`src/rtl/mem_arb_pkg.sv`:
```
// mem_arb_pkg: shared types and constants for the two-port RAM arbiter.
//   state_e       : arbiter FSM states (IDLE, BUSY, ACK)
//   PORT_FETCH/DATA: requester port indices (instruction fetch / load-store)
//   *_DEF         : default widths and watchdog timeout
package mem_arb_pkg;

  localparam int unsigned ADDR_W_DEF  = 16;
  localparam int unsigned DATA_W_DEF  = 16;
  localparam int unsigned TIMEOUT_DEF = 64;

  localparam logic PORT_FETCH = 1'b0;
  localparam logic PORT_DATA  = 1'b1;

  typedef enum logic [1:0] {
    IDLE = 2'd0,
    BUSY = 2'd1,
    ACK  = 2'd2
  } state_e;

endpackage

```
`src/rtl/mem_arbiter_arb_rr2.sv`:
```
// arb_rr2: combinational two-way round-robin pick.
//   req0, req1  : request levels of port 0 / port 1
//   last_grant  : port granted most recently
//   grant_valid : at least one request present
//   grant_idx   : winning port (the one that was not granted last on a tie)
module arb_rr2
  import mem_arb_pkg::*;
(
  input  logic req0,
  input  logic req1,
  input  logic last_grant,
  output logic grant_valid,
  output logic grant_idx
);

  always_comb begin
    grant_valid = req0 | req1;
    if (req0 && req1) begin
      grant_idx = (last_grant == PORT_FETCH) ? PORT_DATA : PORT_FETCH;
    end else begin
      grant_idx = req1 ? PORT_DATA : PORT_FETCH;
    end
  end

endmodule

```
`src/rtl/mem_arbiter.sv`:
```
// mem_arbiter: shares one RAM between instruction fetch (port 0) and
// load/store (port 1). One access at a time, round-robin on contention.
//   m*_req/we/addr/wdata : requester command, held until ack
//   m*_ack/rdata/err     : one-cycle completion, held read data, abort flag
//   ram_req/we/addr/wdata: registered RAM command, stable while BUSY
//   ram_rdata/ram_ready  : RAM response, only looked at in BUSY
// Optional macro MEM_ARB_WATCHDOG_EN: aborts a BUSY access after TIMEOUT
// cycles without ram_ready, acking the winner with err=1.
module mem_arbiter
  import mem_arb_pkg::*;
#(
  parameter int unsigned ADDR_W  = ADDR_W_DEF,
  parameter int unsigned DATA_W  = DATA_W_DEF,
  parameter int unsigned TIMEOUT = TIMEOUT_DEF
) (
  input  logic              clk,
  input  logic              rst_n,
  input  logic              m0_req,
  input  logic              m0_we,
  input  logic [ADDR_W-1:0] m0_addr,
  input  logic [DATA_W-1:0] m0_wdata,
  output logic              m0_ack,
  output logic [DATA_W-1:0] m0_rdata,
  output logic              m0_err,
  input  logic              m1_req,
  input  logic              m1_we,
  input  logic [ADDR_W-1:0] m1_addr,
  input  logic [DATA_W-1:0] m1_wdata,
  output logic              m1_ack,
  output logic [DATA_W-1:0] m1_rdata,
  output logic              m1_err,
  output logic              ram_req,
  output logic              ram_we,
  output logic [ADDR_W-1:0] ram_addr,
  output logic [DATA_W-1:0] ram_wdata,
  input  logic [DATA_W-1:0] ram_rdata,
  input  logic              ram_ready
);

  state_e            state_q, state_d;
  logic              last_grant_q, last_grant_d;
  logic              ram_req_q, ram_req_d;
  logic              ram_we_q, ram_we_d;
  logic [ADDR_W-1:0] ram_addr_q, ram_addr_d;
  logic [DATA_W-1:0] ram_wdata_q, ram_wdata_d;
  logic              ack0_q, ack0_d, ack1_q, ack1_d;
  logic [DATA_W-1:0] rdata0_q, rdata0_d, rdata1_q, rdata1_d;

  logic              grant_valid_c;
  logic              grant_idx_c;

`ifdef MEM_ARB_WATCHDOG_EN
  localparam int unsigned CNT_W = $clog2(TIMEOUT);
  logic [CNT_W-1:0]  cnt_q, cnt_d;
  logic              err0_q, err0_d, err1_q, err1_d;
`endif

  arb_rr2 u_rr2 (
    .req0        (m0_req),
    .req1        (m1_req),
    .last_grant  (last_grant_q),
    .grant_valid (grant_valid_c),
    .grant_idx   (grant_idx_c)
  );

  // State register and registered outputs
  always_ff @(posedge clk or negedge rst_n) begin
    if (!rst_n) begin
      state_q      <= IDLE;
      last_grant_q <= PORT_DATA;  // port 0 wins the first tie
      ram_req_q    <= 1'b0;
      ram_we_q     <= 1'b0;
      ram_addr_q   <= '0;
      ram_wdata_q  <= '0;
      ack0_q       <= 1'b0;
      ack1_q       <= 1'b0;
      rdata0_q     <= '0;
      rdata1_q     <= '0;
`ifdef MEM_ARB_WATCHDOG_EN
      cnt_q        <= '0;
      err0_q       <= 1'b0;
      err1_q       <= 1'b0;
`endif
    end else begin
      state_q      <= state_d;
      last_grant_q <= last_grant_d;
      ram_req_q    <= ram_req_d;
      ram_we_q     <= ram_we_d;
      ram_addr_q   <= ram_addr_d;
      ram_wdata_q  <= ram_wdata_d;
      ack0_q       <= ack0_d;
      ack1_q       <= ack1_d;
      rdata0_q     <= rdata0_d;
      rdata1_q     <= rdata1_d;
`ifdef MEM_ARB_WATCHDOG_EN
      cnt_q        <= cnt_d;
      err0_q       <= err0_d;
      err1_q       <= err1_d;
`endif
    end
  end

  // Next-state and output logic; last_grant_q doubles as the current winner
  always_comb begin
    state_d      = state_q;
    last_grant_d = last_grant_q;
    ram_req_d    = ram_req_q;
    ram_we_d     = ram_we_q;
    ram_addr_d   = ram_addr_q;
    ram_wdata_d  = ram_wdata_q;
    ack0_d       = 1'b0;
    ack1_d       = 1'b0;
    rdata0_d     = rdata0_q;
    rdata1_d     = rdata1_q;
`ifdef MEM_ARB_WATCHDOG_EN
    cnt_d        = cnt_q;
    err0_d       = 1'b0;
    err1_d       = 1'b0;
`endif

    unique case (state_q)
      IDLE: begin
        if (grant_valid_c) begin
          last_grant_d = grant_idx_c;
          ram_req_d    = 1'b1;
          ram_we_d     = (grant_idx_c == PORT_DATA) ? m1_we    : m0_we;
          ram_addr_d   = (grant_idx_c == PORT_DATA) ? m1_addr  : m0_addr;
          ram_wdata_d  = (grant_idx_c == PORT_DATA) ? m1_wdata : m0_wdata;
          state_d      = BUSY;
`ifdef MEM_ARB_WATCHDOG_EN
          cnt_d        = '0;
`endif
        end
      end

      BUSY: begin
        if (ram_ready) begin
          ram_req_d = 1'b0;
          state_d   = ACK;
          if (last_grant_q == PORT_FETCH) begin
            ack0_d = 1'b1;
            if (!ram_we_q) rdata0_d = ram_rdata;
          end else begin
            ack1_d = 1'b1;
            if (!ram_we_q) rdata1_d = ram_rdata;
          end
        end
`ifdef MEM_ARB_WATCHDOG_EN
        // Timeout only when ram_ready did not arrive in the same cycle
        else if (cnt_q == CNT_W'(TIMEOUT - 1)) begin
          ram_req_d = 1'b0;
          state_d   = ACK;
          if (last_grant_q == PORT_FETCH) begin
            ack0_d = 1'b1;
            err0_d = 1'b1;
          end else begin
            ack1_d = 1'b1;
            err1_d = 1'b1;
          end
        end else begin
          cnt_d = cnt_q + CNT_W'(1);
        end
`endif
      end

      ACK: begin
        state_d = IDLE;
      end

      default: begin
        state_d = IDLE;
      end
    endcase
  end

  assign ram_req   = ram_req_q;
  assign ram_we    = ram_we_q;
  assign ram_addr  = ram_addr_q;
  assign ram_wdata = ram_wdata_q;
  assign m0_ack    = ack0_q;
  assign m1_ack    = ack1_q;
  assign m0_rdata  = rdata0_q;
  assign m1_rdata  = rdata1_q;

`ifdef MEM_ARB_WATCHDOG_EN
  assign m0_err = err0_q;
  assign m1_err = err1_q;
`else
  // Without the watchdog an access waits forever and never errors
  logic [31:0] unused_timeout_c;
  assign unused_timeout_c = 32'(TIMEOUT);
  assign m0_err = 1'b0;
  assign m1_err = 1'b0;
`endif

endmodule

```
`config.mk`:
```
export PLATFORM = sky130hd
export DESIGN_NAME = mem_arbiter
export DESIGN_NICKNAME = d
export VERILOG_FILES = /design/src/rtl/mem_arb_pkg.sv /design/src/rtl/mem_arbiter_arb_rr2.sv /design/src/rtl/mem_arbiter.sv
export SDC_FILE = /design/constraint.sdc
export NUM_CORES = 1
export LEC_CHECK = 0
export ABC_CLOCK_PERIOD_IN_PS = 3400
export BUFFER_PORTS_ARGS = -buffer_cell sky130_fd_sc_hd__buf_2
export CORE_ASPECT_RATIO = 0.8
export CORE_MARGIN = 5
export CORE_UTILIZATION = 49
export DETAILED_ROUTE_END_ITERATION = 10
export GPL_TIMING_DRIVEN = 0
export PLACE_DENSITY = 0.85
export SETUP_SLACK_MARGIN = 0.5
export SYNTH_ARGS = -nofsm -noshare
export SYNTH_HDL_FRONTEND = slang
export SYNTH_SLANG_ARGS = --single-unit
```
`constraint.sdc`:
```
create_clock -name clk -period 3.4 [get_ports clk]
set_input_delay 0.17 -clock clk [delete_from_list [all_inputs] [get_ports clk]]
set_output_delay 0.17 -clock clk [all_outputs]
set_load 0.02 [all_outputs]
```
==> metrics.txt <==
critical path type register to register; Yosys top cell by area dfrtp_1; Die ar. 8060 um2; Final Max Tran Viols 0; Synth Area per Inst 15.9 um2; final setup violation count 0; initial antenna violation count 0; placer congestion estimate 0.780; H-Tree Level Count 3; main flop type after synthesis dfrtp_1; WP data required 3.61 ns; layout cells sized above 1 76.4%; CTS resizes 0; pwr dens 932 nW/um2; area grow syn2layout 34.0%; RSZ-0062 raised after global routing no; CTS Buf Count 9; WHS Endpoint m1_rdata[8]$_DFFE_PN0P_; FMAX 543 MHz; chip width 99.1 um; Post-Syn Instances 196; YS warnings 0; Final Cycle Share 54.2%; Fin. Hold Viols 0; Final #Nets 450; DRC violation total after the first TritonRoute iteration 75; CP top delay family simple AND/OR/NAND/NOR gates; drt wl/cell 15.5 um; largest net degree at the start of global routing 72; RR Endpoint m0_rdata[11]$_DFFE_PN0P_; WP data arrival 2.06 ns; slowest stage delay, CP 0.49 ns; crit-path max FO 10; clk slew on worst S/H paths 0.07 ns; Initial Utilization 49.6%; Worst Clk Skew 0.0110 ns; total grt overflow 0; post-route ant nets 0; Yosys reg bits 71; top cells by area, synth dfrtp_1, mux2_2, mux2_4, buf_6, dfstp_2; vias per cell 4.87; critical-path cell list and2b_2, nor4b_4, buf_6, mux2_2; count leader, synth mux2_2; total number of vias 2199; EDFF count, synth 0; first-pass GRT wire length 11100 um; vias in the first global route 2307; Post-Place Worst Slack 1.53 ns; Hold WC Path Type input port to register; result of the run complete, no violations; Rows 26; core area 6280 um2; antenna cell count 0; async set or reset register ratio after synthesis 100%; setup bufs post-CTS 0; TritonCTS clock tree yes; crit path buf inv count 1; worst hold stages 2; IO Port Bufs 154; final setup TNS 0 ns; Final WS setup 1.56 ns; Worst-Margin Slew 0.862 ns; reg-to-reg startpoint state_q[1]$_DFFE_PN0P_; clock latency on the worst-skew pair 0.34 ns; IO Pins 157; Pre-antenna DRT Iters 4; DPL Wire Length 5420 um; TritonCTS Sinks 71; top post-synthesis cells by count mux2_2, dfrtp_1, buf_6, mux2_4, buf_2; DRC Markers 0; CP Capture Type register; Seq/Total Area, Yosys 57.1%; clock tree root buffer cell clkbuf_8; hold_sp ram_rdata[8]; critical path startpoint category register; Pleak 2.10 nW; slowest CP cell nor4b_4; DIE HEIGHT 81.3 um; R2R depth 4; final wirelength 6990 um; fin crit period 1.84 ns; Max VDD drop 0.503 mV; Bufs on Longest Clock Path 2; GRT Util Overall 17.9%; normalized max-slew margin 42.5%; share of the synthesized area in the top cell type 56.2%; post-synth cell types 18; Synth Cell Area 3110 um2; max-cap violations 0; R2R Setup Slk 1.56 ns
[per-stage QoR]
stage                     area [um2]  hold WS [ns]  power (W)  util [%]  std cells
after floorplan                 3120        -0.126    0.00272         -        197
after global placement          3990         0.414    0.00330      63.6        435
after detailed placement        4000         0.340    0.00336      63.7        435
after CTS                       4170        0.0607    0.00395      66.5        452
after global routing            4170        0.0527    0.00413      66.5        452
final                           4170        0.0774    0.00389      66.5        452
[state kept, by name (all words and copies together) (netlist names), 2 cells and up]
name       count
m0_rdata      16
ram_addr      16
state_q        2
ram_wdata     16
m1_rdata      16
[timing repair]
action                     in CTS  in global routing
setup endpoints to repair       0                  0
hold buffers                    1                  0
hold endpoints to repair       70                  0
[metal layers]
metal	track usage [%]	vias up	share of wire, %
met5	0	-	0
met4	3.96	0	0.59
met3	8.84	8	11
met2	31.4	92	50
met1	19.8	1067	39
li1	-	1032	-
[how the worst max path moves through the flow]
stage	from	endpoint	slack, ns	cells after the start
after floorplan	last_grant_q$_DFFE_PN1P_	ram_addr[0]$_DFFE_PN0P_	1.75	5
after global placement	state_q[1]$_DFFE_PN0P_	m0_rdata[5]$_DFFE_PN0P_	1.58	4
after detailed placement	state_q[1]$_DFFE_PN0P_	m0_rdata[5]$_DFFE_PN0P_	1.53	4
after CTS	state_q[1]$_DFFE_PN0P_	m0_rdata[11]$_DFFE_PN0P_	1.52	4
after global routing	state_q[1]$_DFFE_PN0P_	ram_addr[10]$_DFFE_PN0P_	1.47	3
final	state_q[1]$_DFFE_PN0P_	m0_rdata[11]$_DFFE_PN0P_	1.56	4
[power breakdown]
group / internal [W] / switching (W)
Sequential: 0.00127 / 0.000209
Clock: 0.000284 / 0.000286
Combinational: 0.000839 / 0.00100
Total: 0.00239 / 0.00150
[cells in the final DEF, fill, tap and decap left out]
cell           instances
nor4b_4                1
buf_2                157
nand4b_2               1
mux2i_1                1
nor2_1                 3
and2b_2                1
clkinv_4               1
conb_1                 2
a21o_1                 2
clkinv_2               2
clkbuf_1               3
a21bo_1                1
buf_4                  3
mux2_2                93
mux2_4                 5
clkbuf_8              10
buf_6                  5
nand2_1                1
dlygate4sd3_1          1
dfstp_2                1
inv_1                  3
dfrtp_1               70
nor3_2                 1
[cells by family after synthesis]
family,count (synthesis),share of synthesized area (%)
muxes,99,36.4
other,1,0.120
and+or+nand+nor,8,2.33
AOI/OAI and AO/OA,3,0.803
DFF,71,57.1
buffers and inverters,14,3.29
[cell type report]
class / instances / area (um2)
Inverter: 3 / 11.3
Fill cell: 481 / 2100
Clock inverter: 3 / 18.8
Multi-Input combinational cell: 112 / 1240
Clock buffer: 13 / 149
Buffer: 11 / 91.3
Timing Repair Buffer: 155 / 783
Sequential cell: 71 / 1780
Tap cell: 84 / 105
No activity file was read; power rests on OpenSTA's default activity.
